`src/rtl/pipe_generator_if.sv`:
```
// Pipe stream bundle: game controls in, three pipe positions and run status out.
// master = pipe generator, slave = the side issuing controls and consuming pipes.
interface pipe_generator_if #(
  parameter int N = 10
);
  logic         tick;
  logic         start;
  logic         game_over;
  logic [N-1:0] pipe1_x, pipe1_y0, pipe1_y1;
  logic [N-1:0] pipe2_x, pipe2_y0, pipe2_y1;
  logic [N-1:0] pipe3_x, pipe3_y0, pipe3_y1;
  logic         running;

  modport master (
    input  tick, start, game_over,
    output pipe1_x, pipe1_y0, pipe1_y1,
    output pipe2_x, pipe2_y0, pipe2_y1,
    output pipe3_x, pipe3_y0, pipe3_y1,
    output running
  );

  modport slave (
    output tick, start, game_over,
    input  pipe1_x, pipe1_y0, pipe1_y1,
    input  pipe2_x, pipe2_y0, pipe2_y1,
    input  pipe3_x, pipe3_y0, pipe3_y1,
    input  running
  );
endinterface

```
`src/rtl/pipe_generator.sv`:
```
// Three-pipe scroller: moves pipes left one unit per tick in RUN, recycles a pipe
// leaving x=0 to the back with an LFSR-derived gap, freezes on game_over.
module pipe_generator #(
  parameter int          N       = 10,
  parameter int          START_X = 400,
  parameter int          SPACING = 200,
  parameter int          GAP     = 120,
  parameter int          Y_MIN   = 40,
  parameter int          Y1_MAX  = 320,
  parameter int          INIT_Y1 = 180,
  parameter logic [15:0] SEED    = 16'hACE1
) (
  input  logic              clk,
  input  logic              reset,
  pipe_generator_if.master  bus
);

  typedef enum logic [1:0] {IDLE, RUN, OVER} state_t;

  localparam logic [N-1:0] RESPAWN_X = N'(3 * SPACING - 1);
  localparam logic [N-1:0] INIT_Y1_N = N'(INIT_Y1);
  localparam logic [N-1:0] INIT_Y0_N = N'(INIT_Y1 + GAP);

  state_t       state, state_nxt;
  logic         scroll, reload;
  logic         running_q;
  logic [15:0]  lfsr;
  logic [N-1:0] x_q  [3];
  logic [N-1:0] y0_q [3];
  logic [N-1:0] y1_q [3];
  logic [N-1:0] y1_new, y0_new;

  function automatic logic [15:0] lfsr_next(input logic [15:0] v);
    return {v[14:0], v[15] ^ v[13] ^ v[12] ^ v[10]};
  endfunction

  // Widened by one bit so the clamp compares the true sum, not a wrapped one.
  function automatic logic [N-1:0] gap_bottom(input logic [7:0] r);
    logic [N:0] sum;
    sum = (N+1)'(Y_MIN) + (N+1)'(r);
    if (sum > (N+1)'(Y1_MAX)) return N'(Y1_MAX);
    return sum[N-1:0];
  endfunction

  function automatic logic [N-1:0] gap_top(input logic [N-1:0] y1);
    logic [N:0] sum;
    sum = {1'b0, y1} + (N+1)'(GAP);
    return sum[N-1:0];
  endfunction

  assign y1_new = gap_bottom(lfsr[7:0]);
  assign y0_new = gap_top(y1_new);

  always_comb begin
    state_nxt = state;
    scroll    = 1'b0;
    reload    = 1'b0;
    case (state)
      IDLE: if (bus.start) state_nxt = RUN;
      RUN: begin
        if (bus.game_over)  state_nxt = OVER;
        else if (bus.tick)  scroll    = 1'b1;
      end
      OVER: begin
        if (bus.start) begin
          state_nxt = RUN;
          reload    = 1'b1;
        end
      end
      default: state_nxt = IDLE;
    endcase
  end

  always_ff @(posedge clk or negedge reset) begin
    if (!reset) begin
      state     <= IDLE;
      running_q <= 1'b0;
      lfsr      <= SEED;
      for (int k = 0; k < 3; k++) begin
        x_q[k]  <= N'(START_X + k * SPACING);
        y1_q[k] <= INIT_Y1_N;
        y0_q[k] <= INIT_Y0_N;
      end
    end else begin
      state     <= state_nxt;
      running_q <= (state_nxt == RUN);
      lfsr      <= lfsr_next(lfsr);
      if (reload) begin
        for (int k = 0; k < 3; k++) begin
          x_q[k]  <= N'(START_X + k * SPACING);
          y1_q[k] <= INIT_Y1_N;
          y0_q[k] <= INIT_Y0_N;
        end
      end else if (scroll) begin
        // Spacing guarantees at most one pipe sits at x=0, so one shared y1_new suffices.
        for (int k = 0; k < 3; k++) begin
          if (x_q[k] != '0) begin
            x_q[k] <= x_q[k] - N'(1);
          end else begin
            x_q[k]  <= RESPAWN_X;
            y1_q[k] <= y1_new;
            y0_q[k] <= y0_new;
          end
        end
      end
    end
  end

  assign bus.pipe1_x  = x_q[0];
  assign bus.pipe1_y0 = y0_q[0];
  assign bus.pipe1_y1 = y1_q[0];
  assign bus.pipe2_x  = x_q[1];
  assign bus.pipe2_y0 = y0_q[1];
  assign bus.pipe2_y1 = y1_q[1];
  assign bus.pipe3_x  = x_q[2];
  assign bus.pipe3_y0 = y0_q[2];
  assign bus.pipe3_y1 = y1_q[2];
  assign bus.running  = running_q;

endmodule

```
`src/flat_wrapper.sv`:
```
// flat-port wrapper written by rule: the top's interface ports become plain ports
module pipe_generator_flat 
#(
  parameter int          N       = 10,
  parameter int          START_X = 400,
  parameter int          SPACING = 200,
  parameter int          GAP     = 120,
  parameter int          Y_MIN   = 40,
  parameter int          Y1_MAX  = 320,
  parameter int          INIT_Y1 = 180,
  parameter logic [15:0] SEED    = 16'hACE1
)
  (clk, reset, bus_tick, bus_start, bus_game_over, bus_pipe1_x, bus_pipe1_y0, bus_pipe1_y1, bus_pipe2_x, bus_pipe2_y0, bus_pipe2_y1, bus_pipe3_x, bus_pipe3_y0, bus_pipe3_y1, bus_running);
  pipe_generator_if #(.N(N)) bus_i ();
  input  logic clk;
  input  logic reset;
  input wire logic [$bits(bus_i.tick)-1:0] bus_tick;
  input wire logic [$bits(bus_i.start)-1:0] bus_start;
  input wire logic [$bits(bus_i.game_over)-1:0] bus_game_over;
  output wire logic [$bits(bus_i.pipe1_x)-1:0] bus_pipe1_x;
  output wire logic [$bits(bus_i.pipe1_y0)-1:0] bus_pipe1_y0;
  output wire logic [$bits(bus_i.pipe1_y1)-1:0] bus_pipe1_y1;
  output wire logic [$bits(bus_i.pipe2_x)-1:0] bus_pipe2_x;
  output wire logic [$bits(bus_i.pipe2_y0)-1:0] bus_pipe2_y0;
  output wire logic [$bits(bus_i.pipe2_y1)-1:0] bus_pipe2_y1;
  output wire logic [$bits(bus_i.pipe3_x)-1:0] bus_pipe3_x;
  output wire logic [$bits(bus_i.pipe3_y0)-1:0] bus_pipe3_y0;
  output wire logic [$bits(bus_i.pipe3_y1)-1:0] bus_pipe3_y1;
  output wire logic [$bits(bus_i.running)-1:0] bus_running;
  assign bus_i.tick = bus_tick;
  assign bus_i.start = bus_start;
  assign bus_i.game_over = bus_game_over;
  assign bus_pipe1_x = bus_i.pipe1_x;
  assign bus_pipe1_y0 = bus_i.pipe1_y0;
  assign bus_pipe1_y1 = bus_i.pipe1_y1;
  assign bus_pipe2_x = bus_i.pipe2_x;
  assign bus_pipe2_y0 = bus_i.pipe2_y0;
  assign bus_pipe2_y1 = bus_i.pipe2_y1;
  assign bus_pipe3_x = bus_i.pipe3_x;
  assign bus_pipe3_y0 = bus_i.pipe3_y0;
  assign bus_pipe3_y1 = bus_i.pipe3_y1;
  assign bus_running = bus_i.running;
  pipe_generator #(.N(N), .START_X(START_X), .SPACING(SPACING), .GAP(GAP), .Y_MIN(Y_MIN), .Y1_MAX(Y1_MAX), .INIT_Y1(INIT_Y1), .SEED(SEED)) u_core (.clk(clk), .reset(reset), .bus(bus_i));
endmodule
```
`config.mk`:
```
export PLATFORM = sky130hd
export DESIGN_NAME = pipe_generator_flat
export DESIGN_NICKNAME = d
export VERILOG_FILES = /design/src/rtl/pipe_generator_if.sv /design/src/rtl/pipe_generator.sv /design/src/flat_wrapper.sv
export SDC_FILE = /design/constraint.sdc
export NUM_CORES = 1
export LEC_CHECK = 0
export CAP_MARGIN = 10
export CORE_ASPECT_RATIO = 0.6
export CORE_MARGIN = 2
export CORE_UTILIZATION = 30
export CTS_CLUSTER_DIAMETER = 40
export DETAILED_ROUTE_END_ITERATION = 6
export DONT_BUFFER_PORTS = 1
export GPL_ROUTABILITY_DRIVEN = 0
export PLACE_DENSITY_LB_ADDON = 0.05
export SLEW_MARGIN = 20
export SYNTH_ARGS = -nofsm -noshare
export SYNTH_HDL_FRONTEND = slang
export SYNTH_SLANG_ARGS = --single-unit
export TNS_END_PERCENT = 100
```
`constraint.sdc`:
```
create_clock -name clk -period 6.6 [get_ports clk]
set_clock_uncertainty 0.15 [all_clocks]
set_input_delay 0.99 -clock clk [delete_from_list [all_inputs] [get_ports clk]]
set_output_delay 0.99 -clock clk [all_outputs]
set_load 0.02 [all_outputs]
```
Word-level counts from Yosys, hierarchy flattened
Cells that the tools add are included.
- word-level logic and storage cells: 62
- register bits: 109
- output and inout bits: 91
- bits of input ports: 5
- reductions and logical operators: 9
- add/sub/neg operators: 5
- mux-type cells: 26
- $lt $le $gt $ge: 1
- equal/unequal tests: 6
- bitwise logic cells: 3
- operators by type and width (cell ; count):
    two-way mux 30 bit ; 6
    two-way mux 10 bit ; 11
    nonzero test 10 bit ; 3
    subtractor 10 x 1 -> 10 bit (second input constant) ; 3
    > comparator 11 x 9 -> 1 bit (second input constant) ; 1
    adder 10 x 7 -> 10 bit (second input constant) ; 1
    adder 6 x 8 -> 9 bit (first input constant) ; 1
    two-way mux 1 bit ; 6
    inequality test 2 x 1 -> 1 bit (second input constant) ; 3
    AND reduction 2 bit ; 3
    equality test 2 x 1 -> 1 bit (second input constant) ; 2
    two-way mux 2 bit ; 2
    case mux 2 bit (2 select lines) ; 1
    XOR 1 bit ; 3
    equality test 2 bit (second input constant) ; 1
    zero test 2 bit ; 1
    nonzero test 2 bit ; 1
    OR reduction 2 bit ; 1

Logic depth before layout (Yosys ltp)
- depth in word-level cells: 8
- depth in mapped cells: 11
- mapped depth without buffers: 10

Worst setup path before layout
OpenSTA, ideal clock, no wires.
- path kind: input port to flip-flop
- start: in bus_game_over
- end: reg u_core.y1_q (netlist bit u_core.bus.pipe1_y1[6])
- arrival time: 2477 ps
- data required time: 6318 ps
- slack: 3840 ps
- stages: 8
- cells stage by stage: nand4bb_1 > buf_2 > or4_4 > or3_1 > clkbuf_1 > buf_2 > nand3_1 > o21ai_0
- cells in the longest elaborated chain, start to end: 4
- ends and longest elaborated chain (what ; RTL line ; source):
    from (decl) ; flat_wrapper.sv:19 ; input wire logic [$bits(bus_i.game_over)-1:0] bus_game_over;
    two-way mux 1 bit ; pipe_generator.sv:61 ; if (bus.game_over) state_nxt = OVER;
    two-way mux 1 bit ; pipe_generator.sv:58 ; case (state)
    nonzero test 2 bit (no source line) ; n/a ;
    AND reduction 2 bit (no source line) ; n/a ;
    to (signal, indexed assignment) ; pipe_generator.sv:101 ; y1_q[k] <= y1_new;
    to (decl) ; pipe_generator.sv:30 ; logic [N-1:0] y1_q [3];
No other way between the ends.
A chain may end at the register's enable or synchronous reset.

Worst setup path in the final report
- start: reg u_core.lfsr[3]
- end: reg u_core.y0_q (netlist bit u_core.bus.pipe3_y0[7])
- cells in the longest elaborated chain, start to end: 8
- ends and longest elaborated chain (what ; RTL line ; source):
    from (decl) ; pipe_generator.sv:27 ; logic [15:0] lfsr;
    from (signal assigned) ; pipe_generator.sv:87 ; lfsr <= lfsr_next(lfsr);
    adder 6 x 8 -> 9 bit (*) ; pipe_generator.sv:40 ; sum = (N+1)'(Y_MIN) + (N+1)'(r);
    > comparator 11 x 9 -> 1 bit ; pipe_generator.sv:41 ; if (sum > (N+1)'(Y1_MAX)) return N'(Y1_MAX);
    two-way mux 1 bit ; pipe_generator.sv:41 ;
    two-way mux 10 bit (*) ; pipe_generator.sv:42 ; return sum[N-1:0];
    adder 10 x 7 -> 10 bit (*) ; pipe_generator.sv:47 ; sum = {1'b0, y1} + (N+1)'(GAP);
    two-way mux 10 bit (*) ; pipe_generator.sv:97 ; if (x_q[k] != '0) begin
    two-way mux 30 bit (*) ; pipe_generator.sv:94 ; end else if (scroll) begin
    two-way mux 30 bit (*) ; pipe_generator.sv:88 ; if (reload) begin
    to (signal, indexed assignment) ; pipe_generator.sv:102 ; y0_q[k] <= y0_new;
    to (decl) ; pipe_generator.sv:29 ; logic [N-1:0] y0_q [3];
Mark *: on every way between the ends. The rest lies on a longest branch, timed or not. The select of a mux whose other input is x is not followed.

==> summary.txt <==
DR vias -> 3023
I/O Pins -> 96
Synth Flop Type -> dfrtp_1
GRT overflow -> 0
Core area -> 0.0143 mm²
CTS buffer count -> 9
Ys async rst share -> 100%
Layout area overhead -> 9.53%
Number of global-route vias before repair -> 3091
FILL cells -> 1476
Number of flops mapped to enable cells by yosys -> 0
Clock Latency Late Sink -> 0.34 ns
Synth top cells by count -> dfrtp_1, nand2_1, dfstp_2, nor2_1, a21oi_1
Drt first pass iters -> 5
# DRC -> 0
Syn Std Cell Area -> 0.00436 mm²
Critical path class -> reg2reg
Worst reg2reg path startpoint -> u_core.lfsr[3]
Dpl cell area -> 0.00447 mm²
Routed vias/inst -> 4.89
CP endpoint kind -> flip-flop
Worst Slack Setup Final -> 3.46 ns
Post-CTS sizing -> 0
Setup Buffers After CTS -> 0
Clock Tree Root -> clkbuf_16
Final worst path period need -> 3.14 ns
Max FO, Critical Path -> 13
Cts-stage hold buffer count -> 0
P_leak -> 2.06 nW
Slew @ Worst Pin -> 1.06 ns
PD cells -> 363 mW/mm²
MaxCap Viol Count -> 0
Port Buffer Count -> 0
Fin. Hold Viols -> 0
Most common cell in the netlist -> dfrtp_1
Design area -> 0.00478 mm²
RSZ-0062 raised after global routing -> false
Die width -> 160 µm
Final Net Count -> 425
Clock Tree Buf Depth -> 2
Diode count -> 0
Largest net degree at the start of global routing -> 98
Slew HR -> 29.5%
Initial antenna violation count -> 0
Peak VDD IR -> 0.000114 V
Critical Path Start -> u_core.lfsr[3]
Synth Area per Inst -> 10.0 µm²
Crit share post-route -> 47.5%
Setup TNS Final -> 0 ns
Total track usage -> 15.0%
Overall power -> 1.73 mW
YS warnings -> 0
Worst EP arrival -> 3.16 ns
Remaining antenna violation count -> 0
Final setup viols -> 0
Yosys reg bits -> 97
R2R setup slack -> 3.46 ns
CTS tree -> built
Die Area -> 0.0155 mm²
Top cells by area, synth -> dfrtp_1, dfstp_2, nand2_1
Hpwl dp -> 7.47 mm
Worst min path class -> in2async
Starting density of the core -> 30.4%
DRT Wirelength -> 11.1 mm
CTS clk-pin slew, worst paths -> 0.07 ns
First-pass GRT wire length -> 18.0 mm
Setup Slack @ Placement -> 3.34 ns
Worst R2R Path Depth -> 9
Drt wl/cell -> 18.0 µm
Core Rows -> 34
Sink Count -> 97
Final core utilization -> 33.3%
Crit path required time -> 6.63 ns
Setup crit start kind -> flip-flop
Area leader, netlist -> dfrtp_1
Peak Freq -> 319 MHz
Die H -> 97.4 µm
Status -> completed
Max-slew violations -> 0
Distinct cells, synth -> 52
Crit path capture -> u_core.bus.pipe3_y0[7]
Share of layout cells above drive strength 1 -> 16.2%
Initial DRC Count -> 127
Critical R2R Capture -> u_core.bus.pipe3_y0[7]
Sequential fraction of the synthesis area -> 56.8%
H-Tree Depth -> 3
Synth top area share -> 33.3%
Mapped Cells -> 435
## placed cells by master (no fill, tap or decap), types with 3 or more instances in the layout
master and instances:
a21oi_1 30, and2_1 4, and3_1 4, buf_4 5, clkbuf_16 9, conb_1 3
dfrtp_1 58, dfstp_2 39, ha_1 5, inv_1 12, mux2i_1 3, nand2_1 47
nand2b_1 4, nand3_1 22, nor2_1 39, nor2b_1 5, nor3_1 9, nor4_1 3
o211ai_1 18, o21ai_0 29, o22ai_1 5, or2_2 3, or3_1 7, xnor2_1 7
xor2_1 10
## where the power goes
part,internal [mW],leakage [nW],switching [mW]
Combinational,0.0984,0.714,0.123
Sequential,0.725,1.20,0.244
Clock,0.315,0.149,0.229
Total,1.14,2.06,0.596
## flip-flops by register name, indices dropped and copies added (netlist names)
| signal | cells |
|---|---|
| u_core.lfsr | 16 |
| u_core.bus.pipe1_x | 10 |
| u_core.bus.pipe1_y0 | 10 |
| u_core.bus.pipe2_x | 10 |
| u_core.bus.pipe2_y0 | 10 |
| u_core.bus.pipe3_x | 10 |
| u_core.bus.pipe3_y0 | 10 |
| u_core.bus.pipe1_y1 | 6 |
| u_core.bus.pipe2_y1 | 6 |
| u_core.bus.pipe3_y1 | 6 |
| u_core.state | 2 |
| u_core.bus.running | 1 |
## worst min-delay path by stage
stage	start	endpoint	slack, ns	cells past startpoint
finish	reset	u_core.bus.pipe2_y0[1]	0.19	0
global route	reset	u_core.bus.pipe2_y0[1]	0.17	0
CTS	reset	u_core.bus.pipe2_y0[1]	0.17	0
detailed placement	u_core.lfsr[8]	u_core.lfsr[9]	0.19	0
global placement	u_core.lfsr[14]	u_core.lfsr[15]	0.18	0
floorplan	u_core.lfsr[8]	u_core.lfsr[9]	0.18	0
## metrics by stage
stage,cells,hold WS (ns)
6_report,618,0.193
5_1_grt,618,0.166
3_3_place_gp,602,0.184
4_1_cts,618,0.174
3_5_place_dp,602,0.189
2_1_floorplan,437,0.181
## worst max-delay path, cell delays in order, from the launching register on
cell and delay, ns:
dfrtp_1 0.52, ha_1 0.38, or2_2 0.35, or2_2 0.35, nand2_1 0.17, ha_1 0.28, nand2b_1 0.10, a32o_1 0.21
nor3_1 0.33, o21ai_0 0.14
## logic make-up after synthesis
| group | Yosys count | share of synthesized area (%) |
|---|---|---|
| compound gates | 97 | 13.3 |
| xor+xnor | 17 | 3.41 |
| fa+ha+maj | 5 | 1.43 |
| buf+inv | 50 | 5.42 |
| flops | 97 | 56.8 |
| mux | 5 | 1.21 |
| other cells | 1 | 0.0860 |
| simple gates | 163 | 18.4 |
## routing by layer
| layer | track usage, % | vias up | part of all wire (%) |
|---|---|---|---|
| met5 | 0 | - | 0 |
| met3 | 6.53 | 8 | 8.8 |
| met1 | 22.2 | 1483 | 52 |
| li1 | - | 1456 | - |
| met4 | 3.15 | 0 | 0.65 |
| met2 | 19.9 | 76 | 38 |
## cell type report
| cell class | instances | area (µm²) | share of cell area, % |
|---|---|---|---|
| sequential | 97 | 2480 | 51.8 |
| multi-input combinational | 290 | 1660 | 34.8 |
| clock buffer | 12 | 256 | 5.37 |
| tap | 198 | 248 | 5.19 |
| clock inverter | 4 | 51.3 | 1.07 |
| inverter | 12 | 45.0 | 0.943 |
| timing repair buffer | 5 | 37.5 | 0.786 |
(Power assumes the default switching activity.)
